## src/rtl/alu_issue_ctrl.sv

```systemverilog
// -----------------------------------------------------------------------------
// alu_issue_ctrl
//
// Issue controller for a purely combinational ALU whose outputs need several
// cycles to settle. A request (operands + command) is registered onto the ALU
// inputs, held stable for SETTLE cycles, and then the ALU result and flags are
// captured into an output register guarded by a valid/ready handshake. A new
// request may be accepted on the same edge that the previous result is
// consumed, so a fully streaming source sees one operation every SETTLE+1
// cycles.
//
// Parameters
//   WIDTH   operand/result width (must match the downstream ALU)
//   SETTLE  cycles the ALU inputs are held before capture, 1..255
//
// Ports
//   clk, reset                     clock, asynchronous active-high reset
//   in_valid/in_ready              upstream request handshake
//   in_a, in_b, in_cmd             request operands and ALU command
//   alu_a, alu_b, alu_cmd          registered operands/command to the ALU
//   alu_result, alu_carryout,
//   alu_zero, alu_overflow         ALU outputs (sampled at capture)
//   out_valid/out_ready            downstream result handshake
//   out_result, out_carryout,
//   out_zero, out_overflow         captured ALU outputs
//   busy                           an operation is in flight
//   op_count                       completed output handshakes (wraps)
// -----------------------------------------------------------------------------
module alu_issue_ctrl #(
  parameter int WIDTH  = 32,
  parameter int SETTLE = 8
) (
  input  logic             clk,
  input  logic             reset,
  input  logic             in_valid,
  output logic             in_ready,
  input  logic [WIDTH-1:0] in_a,
  input  logic [WIDTH-1:0] in_b,
  input  logic [2:0]       in_cmd,
  output logic [WIDTH-1:0] alu_a,
  output logic [WIDTH-1:0] alu_b,
  output logic [2:0]       alu_cmd,
  input  logic [WIDTH-1:0] alu_result,
  input  logic             alu_carryout,
  input  logic             alu_zero,
  input  logic             alu_overflow,
  output logic             out_valid,
  input  logic             out_ready,
  output logic [WIDTH-1:0] out_result,
  output logic             out_carryout,
  output logic             out_zero,
  output logic             out_overflow,
  output logic             busy,
  output logic [15:0]      op_count
);

  typedef enum logic [1:0] {
    ST_IDLE   = 2'd0,
    ST_SETTLE = 2'd1,
    ST_HOLD   = 2'd2
  } state_t;

  // Counter reload value: an accept at edge E captures at edge E+SETTLE.
  localparam logic [7:0] SETTLE_LOAD = 8'(SETTLE - 1);

  state_t     state, state_nxt;
  logic [7:0] cnt, cnt_nxt;
  logic       ready_int;
  logic       accept;
  logic       capture;
  logic       out_hs;

  // ---------------------------------------------------------------------------
  // Next-state / handshake decode
  // ---------------------------------------------------------------------------
  always_comb begin
    // NOTE: every signal written here gets a default first; a path that leaves
    // one unassigned would infer a latch.
    state_nxt = state;
    cnt_nxt   = cnt;
    ready_int = 1'b0;
    capture   = 1'b0;
    out_hs    = 1'b0;

    unique case (state)
      ST_IDLE: begin
        ready_int = 1'b1;
      end
      ST_SETTLE: begin
        if (cnt == 8'd0) begin
          capture   = 1'b1;
          state_nxt = ST_HOLD;
        end else begin
          cnt_nxt = cnt - 8'd1;
        end
      end
      ST_HOLD: begin
        // A new request is only admitted when the held result leaves on the
        // same edge, so the output register is never overwritten unread.
        ready_int = out_ready;
        out_hs    = out_ready;
        if (out_ready) state_nxt = ST_IDLE;
      end
      default: begin
        state_nxt = ST_IDLE;
      end
    endcase

    accept = in_valid & ready_int;
    if (accept) begin
      state_nxt = ST_SETTLE;
      cnt_nxt   = SETTLE_LOAD;
    end
  end

  // in_ready must read 0 while reset is held even though state is IDLE.
  assign in_ready = ready_int & ~reset;
  assign busy     = (state != ST_IDLE);

  // ---------------------------------------------------------------------------
  // State register
  // ---------------------------------------------------------------------------
  // NOTE: sequential blocks use non-blocking assignments so every register
  // samples pre-edge values regardless of process ordering.
  always_ff @(posedge clk or posedge reset) begin
    if (reset) begin
      state <= ST_IDLE;
      cnt   <= 8'd0;
    end else begin
      state <= state_nxt;
      cnt   <= cnt_nxt;
    end
  end

  // ---------------------------------------------------------------------------
  // ALU input registers: only an accept changes them, so they stay frozen for
  // the whole settle window and while the result is held.
  // ---------------------------------------------------------------------------
  // NOTE: these are ordinary flops with a defined reset value; the abandoned
  // operation's operands must not linger after reset.
  always_ff @(posedge clk or posedge reset) begin
    if (reset) begin
      alu_a   <= '0;
      alu_b   <= '0;
      alu_cmd <= 3'd0;
    end else if (accept) begin
      alu_a   <= in_a;
      alu_b   <= in_b;
      alu_cmd <= in_cmd;
    end
  end

  // ---------------------------------------------------------------------------
  // Output capture: values persist after the handshake until the next capture.
  // Flags are passed through exactly as the ALU presents them.
  // ---------------------------------------------------------------------------
  always_ff @(posedge clk or posedge reset) begin
    if (reset) begin
      out_result   <= '0;
      out_carryout <= 1'b0;
      out_zero     <= 1'b0;
      out_overflow <= 1'b0;
    end else if (capture) begin
      out_result   <= alu_result;
      out_carryout <= alu_carryout;
      out_zero     <= alu_zero;
      out_overflow <= alu_overflow;
    end
  end

  always_ff @(posedge clk or posedge reset) begin
    if (reset) begin
      out_valid <= 1'b0;
    end else if (capture) begin
      out_valid <= 1'b1;
    end else if (out_hs) begin
      out_valid <= 1'b0;
    end
  end

  // Free-running handshake counter; natural 16-bit wrap.
  always_ff @(posedge clk or posedge reset) begin
    if (reset) begin
      op_count <= 16'd0;
    end else if (out_hs) begin
      op_count <= op_count + 16'd1;
    end
  end

endmodule

```

## config.mk

```make
export PLATFORM = sky130hd
export DESIGN_NAME = alu_issue_ctrl
export DESIGN_NICKNAME = d
export VERILOG_FILES = /design/src/rtl/alu_issue_ctrl.sv
export SDC_FILE = /design/constraint.sdc
export NUM_CORES = 1
export LEC_CHECK = 0
export CAP_MARGIN = 10
export CORE_MARGIN = 8
export CORE_UTILIZATION = 29
export DETAILED_ROUTE_END_ITERATION = 8
export MAX_ROUTING_LAYER = met4
export SLEW_MARGIN = 10
export SYNTH_ARGS = -nofsm -noshare
export SYNTH_HDL_FRONTEND = slang
export SYNTH_SLANG_ARGS = --single-unit
```

## constraint.sdc

```tcl
create_clock -name clk -period 4.4 [get_ports clk]
set_input_delay 0.44 -clock clk [delete_from_list [all_inputs] [get_ports clk]]
set_output_delay 0.44 -clock clk [all_outputs]
set_load 0.02 [all_outputs]
```

Yosys cells after proc, flatten, opt, wreduce, memory -nomap -nowiden --
Cells that the tools add are included.
Cells by class: add/sub/neg operators 2, multiplexer cells 13, bitwise logic cells 3, reduce and logical (&&, ||, !) cells 7, eq/ne operators 6
Operators with widths (number):
- $mux 8 | 3
- $add 16x1->16 const B | 1
- $logic_not 8->1 | 1
- $sub 8x1->8 const B | 1
- $mux 2 | 3
- $ne 3x3->1 const B | 2
- $pmux 2 s3 | 1
- $reduce_bool 2->1 | 3
- $mux 1 | 5
- $ne 2x2->1 const B | 2
- $reduce_and 3->1 | 1
- $and 1x1->1 | 2
- $eq 2x1->1 const B | 1
- $eq 2x2->1 const B | 1
- $logic_not 2->1 | 1
- $pmux 1 s2 | 1
- $reduce_and 2->1 | 1
- $not 1->1 | 1
Word-level totals: bits of input ports 106, output and inout bits 121, logic and storage cells 42, register bits 129

Logic depth before layout (Yosys ltp) --
Gate-level depths: netlist of run 1.
depth after elaboration 5, gate-level depth with buffers 7, depth with buffers taken out 6

Least setup slack after synthesis of run 1 --
No wires, ideal clock.
kind input -> output, from in reset, to out in_ready, data required time 3960 ps, stages on the path 2, data arrival time 3696 ps, path buffers 0, path slack 264 ps, path through inv_1 > and3_1
Between the ends: word-level cells in the longest chain between the ends 2
Ends and longest elaborated chain:
- start: declaration | RTL line 34 | input logic reset,
- $not 1->1 | RTL line 117 | assign in_ready = ready_int & ~reset;
- $and 1x1->1 | RTL line 117
- end: declaration | RTL line 36 | output logic in_ready,
Every way passes these cells.

Worst setup path in the final report of run 1 --
Ends and elaborated chain as after synthesis.

==> impl_metrics.json, run 1 <==
{
  "status": "complete, no violations",
  "cts_hold_buf": 0,
  "clk_pin_slew_ns": 0.06,
  "ctsRootBufferMaster": "clkbuf_16",
  "drt_iter0_markers": 144,
  "post_cts_buffers": 0,
  "synth_area_leaders": "dfrtp_1 (62%), nand2_1 (15%), mux2_4 (8.1%)",
  "ys_async_sr_fraction": 1.00,
  "cts_tree": "yes",
  "ioPinCount": 227,
  "grt_pass1_wl_microns": 24300,
  "required_ns": 3.96,
  "clock-sinks": 129,
  "hp-class": "primary input to async pin",
  "die_h_microns": 150,
  "maxSlewHeadroom": 0.331,
  "syn_nets": 589,
  "netlist_instances": 480,
  "antenna_found_initial": 0,
  "max_freq_mhz": 402,
  "end_kind": "output pin",
  "yosysTopAreaCell": "dfrtp_1",
  "stdcell_count": 952,
  "die_w_microns": 150,
  "synthTopCellsByCount": "nand2_1 (212), dfrtp_1 (129), mux2_4 (28)",
  "place_hpwl_microns": 10900,
  "synth_most_common_cell": "nand2_1",
  "avgSynthCellArea_sq_um": 10.8,
  "arrival_ns": 2.05,
  "nets": 819,
  "synth_seq_cells": 129,
  "grt.total_usage": 0.141,
  "htreeDepth": 4,
  "grt_start_max_net_pins": 60,
  "dr.pass1.iters": 4,
  "placed_cells": 920,
  "first_global_vias": 4591,
  "ys.flop_type": "dfrtp_1",
  "synth_top_area_share": 0.621,
  "p_per_area_nw_per_um2": 716,
  "fin_tns_setup_ns": 0,
  "vias": 4134,
  "rows": 49,
  "r2r_slack_ns": 2.18,
  "drv_slew": 0,
  "cap_violations": 0,
  "die-area_sq_um": 22500,
  "setup_viol": 0,
  "clockBufferDepth": 2,
  "wirelength_microns": 14900,
  "critPathMaxFanout": 30,
  "synth-edff-count": 0,
  "drc": 0,
  "skew_ns": 0.00642,
  "start_kind": "primary input",
  "rsz0062_at_grt": "false",
  "ys_seq_area_frac": 0.621,
  "p_leak_uw": 0.00388,
  "ys.warnings.count": 0,
  "layout_min_cycle_time_ns": 2.49,
  "crit_type": "primary input to output pin",
  "ant_nets": 0,
  "ys_types": 39,
  "initial_utilization": 0.292,
  "portBuffers": 226,
  "core_sq_um": 17800,
  "period_share": 0.565,
  "wl_per_cell_microns": 15.7,
  "ir_drop_mv": 0.341,
  "numCtsBuffers": 17,
  "post_cts_resize_count": 0,
  "finalHoldViolCount": 0,
  "drive_gt1_frac": 0.111,
  "syn-cell-area_sq_um": 5200,
  "clk_latency_ns": 0.41,
  "worst_pin_slew_ns": 1.00,
  "utilization": 0.466,
  "n_antenna_cell": 0,
  "overflow": 0,
  "place.gp.congestion": 0.747,
  "syn_to_final_growth_pct": 59.3,
  "routed_via_density": 4.34
}
[path summary, 6_finish.rpt]
path / startpoint / end / cells past startpoint
max in group asynchronous: reset / alu_b[12]$_DFFE_PP0P_ / 3
hold / removal: reset / out_result[29]$_DFFE_PP0P_ / 2
setup reg to reg: cnt[0]$_DFFE_PP0P_ / out_result[22]$_DFFE_PP0P_ / 6
hold reg to reg: op_count[15]$_DFFE_PP0P_ / op_count[15]$_DFFE_PP0P_ / 1
setup / recovery: reset / in_ready / 4
min in group clk: op_count[15]$_DFFE_PP0P_ / op_count[15]$_DFFE_PP0P_ / 1
[report_power, final]
part	internal [uW]	switching [uW]
registers	1690	302
clock network	862	529
logic	1280	1270
[sequential cells by signal (all words and copies together), names as in the netlist]
name,count
alu_a,32
state,2
alu_b,32
out_overflow,1
out_valid,1
out_zero,1
out_result,32
alu_cmd,3
out_carryout,1
cnt,8
op_count,16
[stage by stage]
stage / setup WS [ns] / hold WS [ns] / power (uW) / cell area (sq um)
after floorplan: 0.264 / 0.468 / 3300 / 5200
after detailed placement: 1.71 / 0.461 / 4590 / 7690
final: 1.91 / 0.380 / 5930 / 8280
after CTS: 1.87 / 0.372 / 6040 / 8280
after global routing: 1.82 / 0.400 / 6310 / 8280
after global placement: 1.79 / 0.457 / 4550 / 7690
[layer usage]
metal,up-vias,routed length (microns),global-route usage
met5,-,0,-
li1,1994,-,-
met4,0,282,0.0565
met1,1960,6480,0.167
met3,23,1270,0.0550
met2,157,6910,0.214
[cell usage in the layout (no fill, tap or decap), drive strengths merged, types with 5 or more instances in the layout]
master	count
inv	6
clkinv	6
o21ai	5
xor2	7
clkbuf	19
nand3	8
dfrtp	129
mux2	36
clkdlybuf4s50	226
nor2	11
xnor2	10
nand2	213
[critical path: stages]
cell and delay [ns]:
clkdlybuf4s50_1 0.44, inv_4 0.31, and3_1 0.22, clkdlybuf4s50_1 0.62
[cells by family (layout without fill, tap and decap cells)]
family,after synthesis,in the layout,synth area share
AND/OR/NAND/NOR,257,257,0.206
flip-flops,129,129,0.621
multiplexers,37,37,0.100
buffers and inverters,24,267,0.0217
XOR/XNOR,17,17,0.0287
AO/OA/AOI/OAI,13,13,0.0149
adder cells (fa/ha/maj),3,3,0.00722
[cell type report]
| class | instances | area (sq um) |
|---|---|---|
| clock buffers | 19 | 453 |
| clock inverters | 13 | 136 |
| fillers | 1646 | 9500 |
| inverters | 5 | 21.3 |
| multi-input cells | 327 | 1860 |
| flip-flops and latches | 129 | 3230 |
| well taps | 229 | 287 |
| repair buffers | 230 | 2290 |
No activity file was read; power rests on OpenSTA's default activity.
==> run 2, diff against run 1 <==
==> constraint.sdc (replaced) <==
create_clock -name clk -period 2.4 [get_ports clk]
set_input_delay 0.24 -clock clk [delete_from_list [all_inputs] [get_ports clk]]
set_output_delay 0.24 -clock clk [all_outputs]
set_load 0.02 [all_outputs]
==> impl_metrics.json, run 2 (synthesis gave the netlist of run 1 again) <==
{
  "period_share": 0.874,
  "placed_cells": 921,
  "wl_met3_microns": 1180,
  "setup_viol": 0,
  "largestRegisters": "alu_a (32), alu_b (32), out_result (32)",
  "post_cts_resize_count": 0,
  "htreeDepth": 4,
  "initial_utilization": 0.292,
  "p_leak_uw": 0.00391,
  "core_sq_um": 17800,
  "worst_pin_slew_ns": 0.764,
  "end_kind": "output pin",
  "wl_met2_microns": 6780,
  "skew_ns": 0.00726,
  "die-area_sq_um": 22500,
  "overflow": 0,
  "rows": 49,
  "stdcell_count": 953,
  "status": "complete, no violations",
  "drt_iter0_markers": 133,
  "fill_cells": 1613,
  "critPathMaxFanout": 8,
  "clockBufferDepth": 2,
  "crit_type": "register to output pin",
  "start_kind": "register",
  "maxSlewHeadroom": 0.490,
  "clock-sinks": 129,
  "required_ns": 2.16,
  "ctsRootBufferMaster": "clkbuf_16",
  "cap_violations": 0,
  "die_w_microns": 150,
  "arrival_ns": 1.86,
  "max_freq_mhz": 476,
  "hold_ws_ns": 0.339,
  "place.gp.congestion": 0.750,
  "vias": 4120,
  "grt.total_usage": 0.137,
  "wl_met1_microns": 6620,
  "grt_pass1_wl_microns": 23300,
  "grt_start_max_net_pins": 130,
  "routed_via_density": 4.32,
  "clk_pin_slew_ns": 0.06,
  "finalHoldViolCount": 0,
  "ir_drop_mv": 0.959,
  "die_h_microns": 150,
  "syn_to_final_growth_pct": 60.7,
  "cts_tree": "yes",
  "ant_nets": 0,
  "clk_latency_ns": 0.41,
  "drc": 0,
  "drive_gt1_frac": 0.113,
  "dr.pass1.iters": 5,
  "r2r_slack_ns": 0.42,
  "portBuffers": 226,
  "numCtsBuffers": 17,
  "ioPinCount": 227,
  "n_antenna_cell": 0,
  "first_global_vias": 4426,
  "wirelength_microns": 14700,
  "total_power_uw": 10900,
  "place_hpwl_microns": 10600,
  "drv_slew": 0,
  "top_layer": "met4",
  "rsz0062_at_grt": "false",
  "antenna_found_initial": 0,
  "hp-class": "primary input to async pin",
  "p_per_area_nw_per_um2": 1310,
  "fin_tns_setup_ns": 0,
  "nets": 820,
  "cts_hold_buf": 0,
  "final_cell_mix": "clkdlybuf4s50_1 (226), nand2_1 (212), dfrtp_1 (129), mux2_4 (28), clkbuf_16 (17)",
  "wl_per_cell_microns": 15.5,
  "final_common_cell": "clkdlybuf4s50_1",
  "layout_min_cycle_time_ns": 2.10,
  "post_cts_buffers": 0
}
[run 2: changes by cell type in the layout (fill, tap and decap cells not counted), sizes merged]
cell / before / now
buf: 4 / 5
clkbuf: 19 / 20
inv: 6 / 5
[run 2: routing by layer]
layer  track usage  up-vias
met2         0.205      158
met5             -        -
met3        0.0578       14
met4        0.0395        0
met1         0.167     1947
li1              -     2001
[run 2: area by class of cell]
| cell class | count | area, sq um | share of cell area |
|---|---|---|---|
| repair buffers | 231 | 2350 | 0.281 |
| clock inverters | 12 | 133 | 0.0159 |
| inverters | 5 | 22.5 | 0.00270 |
| clock buffers | 20 | 467 | 0.0559 |
| multi-input cells | 327 | 1860 | 0.223 |
| well taps | 229 | 287 | 0.0343 |
| flip-flops and latches | 129 | 3230 | 0.387 |
[run 2: worst max-delay path: stages (launching register included)]
cell and delay, ns:
dfrtp_1 0.45, nand2b_1 0.18, and3_2 0.19, clkdlybuf4s50_1 0.62
[run 2: power by group]
part	total (uW)	switching (uW)	internal [uW]
logic	4720	2340	2380
registers	3630	541	3090
clock network	2590	977	1610
[run 2: final timing paths]
kind                       cells after the start                   from                          to
min in group clk                               3               in_b[10]       alu_b[10]$_DFFE_PP0P_
hold reg to reg                                2  alu_a[24]$_DFFE_PP0P_       alu_a[24]$_DFFE_PP0P_
setup reg to reg                               7     cnt[0]$_DFFE_PP0P_  out_result[14]$_DFFE_PP0P_
setup / recovery                               3   state[1]$_DFFE_PP0P_                    in_ready
max in group asynchronous                      3                  reset          cnt[5]$_DFFE_PP0P_
hold / removal                                 3                  reset    op_count[11]$_DFFE_PP0P_
[run 2: per-stage QoR]
stage          instance area, sq um  setup slack [ns]  utilization
2_1_floorplan                  5200            -0.550            -
3_3_place_gp                   7750             0.421        0.436
3_5_place_dp                   7750             0.395        0.436
4_1_cts                        8350             0.275        0.470
5_1_grt                        8350             0.206        0.470
6_report                       8350             0.301        0.470
==> run 3, diff against run 2 <==
--- a/config.mk
+++ b/config.mk
@@ -5,7 +5,9 @@
 export SDC_FILE = /design/constraint.sdc
 export NUM_CORES = 1
 export LEC_CHECK = 0
+export ABC_CLOCK_PERIOD_IN_PS = 2400
 export CAP_MARGIN = 10
+export CORE_ASPECT_RATIO = 0.75
 export CORE_MARGIN = 8
 export CORE_UTILIZATION = 29
 export DETAILED_ROUTE_END_ITERATION = 8
==> impl_metrics.json, run 3 (synthesis gave the netlist of run 1 again) <==
{
  "multi_input_comb_area_sq_um": 1860,
  "p_switching_uw": 3910,
  "core_sq_um": 17600,
  "die_w_microns": 171,
  "wl_per_cell_microns": 16.1,
  "required_ns": 2.16,
  "portBuffers": 226,
  "syn_to_final_growth_pct": 62.0,
  "ctsRootBufferMaster": "clkbuf_16",
  "p_per_area_nw_per_um2": 1330,
  "total_power_uw": 11200,
  "post_cts_resize_count": 0,
  "final_cell_mix": "clkdlybuf4s50_1 (226), nand2_1 (212), dfrtp_1 (129), mux2_4 (28), clkbuf_16 (17)",
  "numCtsBuffers": 17,
  "antenna_found_initial": 0,
  "overflow": 0,
  "max_freq_mhz": 475,
  "combPwrFrac": 0.425,
  "htreeDepth": 4,
  "skew_ns": 0.0111,
  "ir_drop_mv": 0.556,
  "hp-class": "primary input to async pin",
  "start_kind": "register",
  "rsz0062_at_grt": "false",
  "drc": 0,
  "clock-sinks": 129,
  "grt.total_usage": 0.146,
  "clk_latency_ns": 0.42,
  "rows": 42,
  "status": "complete, no violations",
  "ant_nets": 0,
  "p_leak_uw": 0.00394,
  "rr_startpoint": "cnt[0]$_DFFE_PP0P_",
  "worst_pin_slew_ns": 0.744,
  "first_global_vias": 4631,
  "die-area_sq_um": 22500,
  "layout_min_cycle_time_ns": 2.11,
  "grt_pass1_wl_microns": 25100,
  "maxSlewHeadroom": 0.504,
  "startpoint": "state[1]$_DFFE_PP0P_",
  "clk_pin_slew_ns": 0.06,
  "fill_cells": 1583,
  "n_antenna_cell": 0,
  "p_int_uw": 7300,
  "cts_hold_buf": 0,
  "routed_via_density": 4.31,
  "drv_slew": 0,
  "setup_viol": 0,
  "place_hpwl_microns": 11200,
  "end_kind": "output pin",
  "ioPinCount": 227,
  "arrival_ns": 1.87,
  "finalHoldViolCount": 0,
  "crit_type": "register to output pin",
  "final_common_cell": "clkdlybuf4s50_1",
  "drive_gt1_frac": 0.114,
  "p_clk_frac": 0.251,
  "place.gp.congestion": 0.772,
  "dr.pass1.iters": 4,
  "vias": 4168,
  "fin_ws_ns": 0.295,
  "cts_tree": "yes",
  "sw_frac_of_total": 0.349,
  "largestRegisters": "alu_a (32), alu_b (32), out_result (32)",
  "die_h_microns": 132,
  "post_cts_buffers": 0,
  "initial_utilization": 0.295,
  "wirelength_microns": 15500,
  "cap_violations": 0,
  "clockBufferDepth": 2,
  "seq_power_share": 0.324,
  "place_ws_ns": 0.332,
  "seqCellArea_sq_um": 3230,
  "drt_iter0_markers": 250,
  "nets": 821,
  "grt_start_max_net_pins": 130,
  "period_share": 0.877,
  "critPathMaxFanout": 8
}
==> run 3: cell count changes in the layout (fill, tap and decap cells not counted) <==
cell	before	now
inv_6	1	2
clkinv_2	3	2
buf_4	1	2
clkinv_4	3	1
bufinv_16	2	4
==> run 3: path summary, 6_finish.rpt <==
check                                              to  slack [ns]  cells past startpoint
max                                          in_ready        0.29                      3
min                          out_carryout$_DFFE_PP0P_        0.35                      3
max reg2reg                out_result[20]$_DFFE_PP0P_        0.33                      7
min reg2reg                  op_count[15]$_DFFE_PP0P_        0.46                      1
max in group asynchronous      alu_cmd[0]$_DFFE_PP0P_        1.46                      3
min in group clk                 alu_a[0]$_DFFE_PP0P_        0.35                      3
==> run 3: per-stage QoR <==
| step | setup TNS, ns | cells | area (sq um) | utilization | hold slack [ns] |
|---|---|---|---|---|---|
| after global routing | 0 | 967 | 8420 | 0.478 | 0.346 |
| after floorplan | -0.550 | 480 | 5200 | - | 0.345 |
| final | 0 | 967 | 8420 | 0.478 | 0.346 |
| after detailed placement | 0 | 935 | 7770 | 0.442 | 0.464 |
| after global placement | 0 | 935 | 7770 | 0.442 | 0.457 |
| after CTS | 0 | 967 | 8420 | 0.478 | 0.325 |
==> run 3: worst max-delay path, cell delays in order, from the launching register on <==
cell and delay (ns):
dfrtp_1 0.45, nand2b_1 0.17, and3_2 0.20, clkdlybuf4s50_1 0.63
==> run 3: final cells by class <==
type | count | share of cell area
multi-input cells | 327 | 0.221
clock inverters | 12 | 0.0213
repair buffers | 232 | 0.280
clock buffers | 20 | 0.0554
inverters | 5 | 0.00267
well taps | 242 | 0.0360
flip-flops and latches | 129 | 0.383
==> run 3: per-layer routing <==
metal  global-route usage  up-vias  share of wire
met5                    -        -              0
met4               0.0457        0          0.012
met3               0.0655       15           0.11
met2                0.208      167           0.43
met1                0.182     1979           0.45
li1                     -     2007              -
==> run 3: power by group through the flow <==
stage / clock, uW / sequential [uW] / combinational (uW)
6_report: 2820 / 3630 / 4760
5_1_grt: 2990 / 3760 / 5120
4_1_cts: 2900 / 3640 / 4850
3_5_place_dp: 0 / 3660 / 4830
3_3_place_gp: 0 / 3630 / 4770
2_1_floorplan: 0 / 4640 / 1410
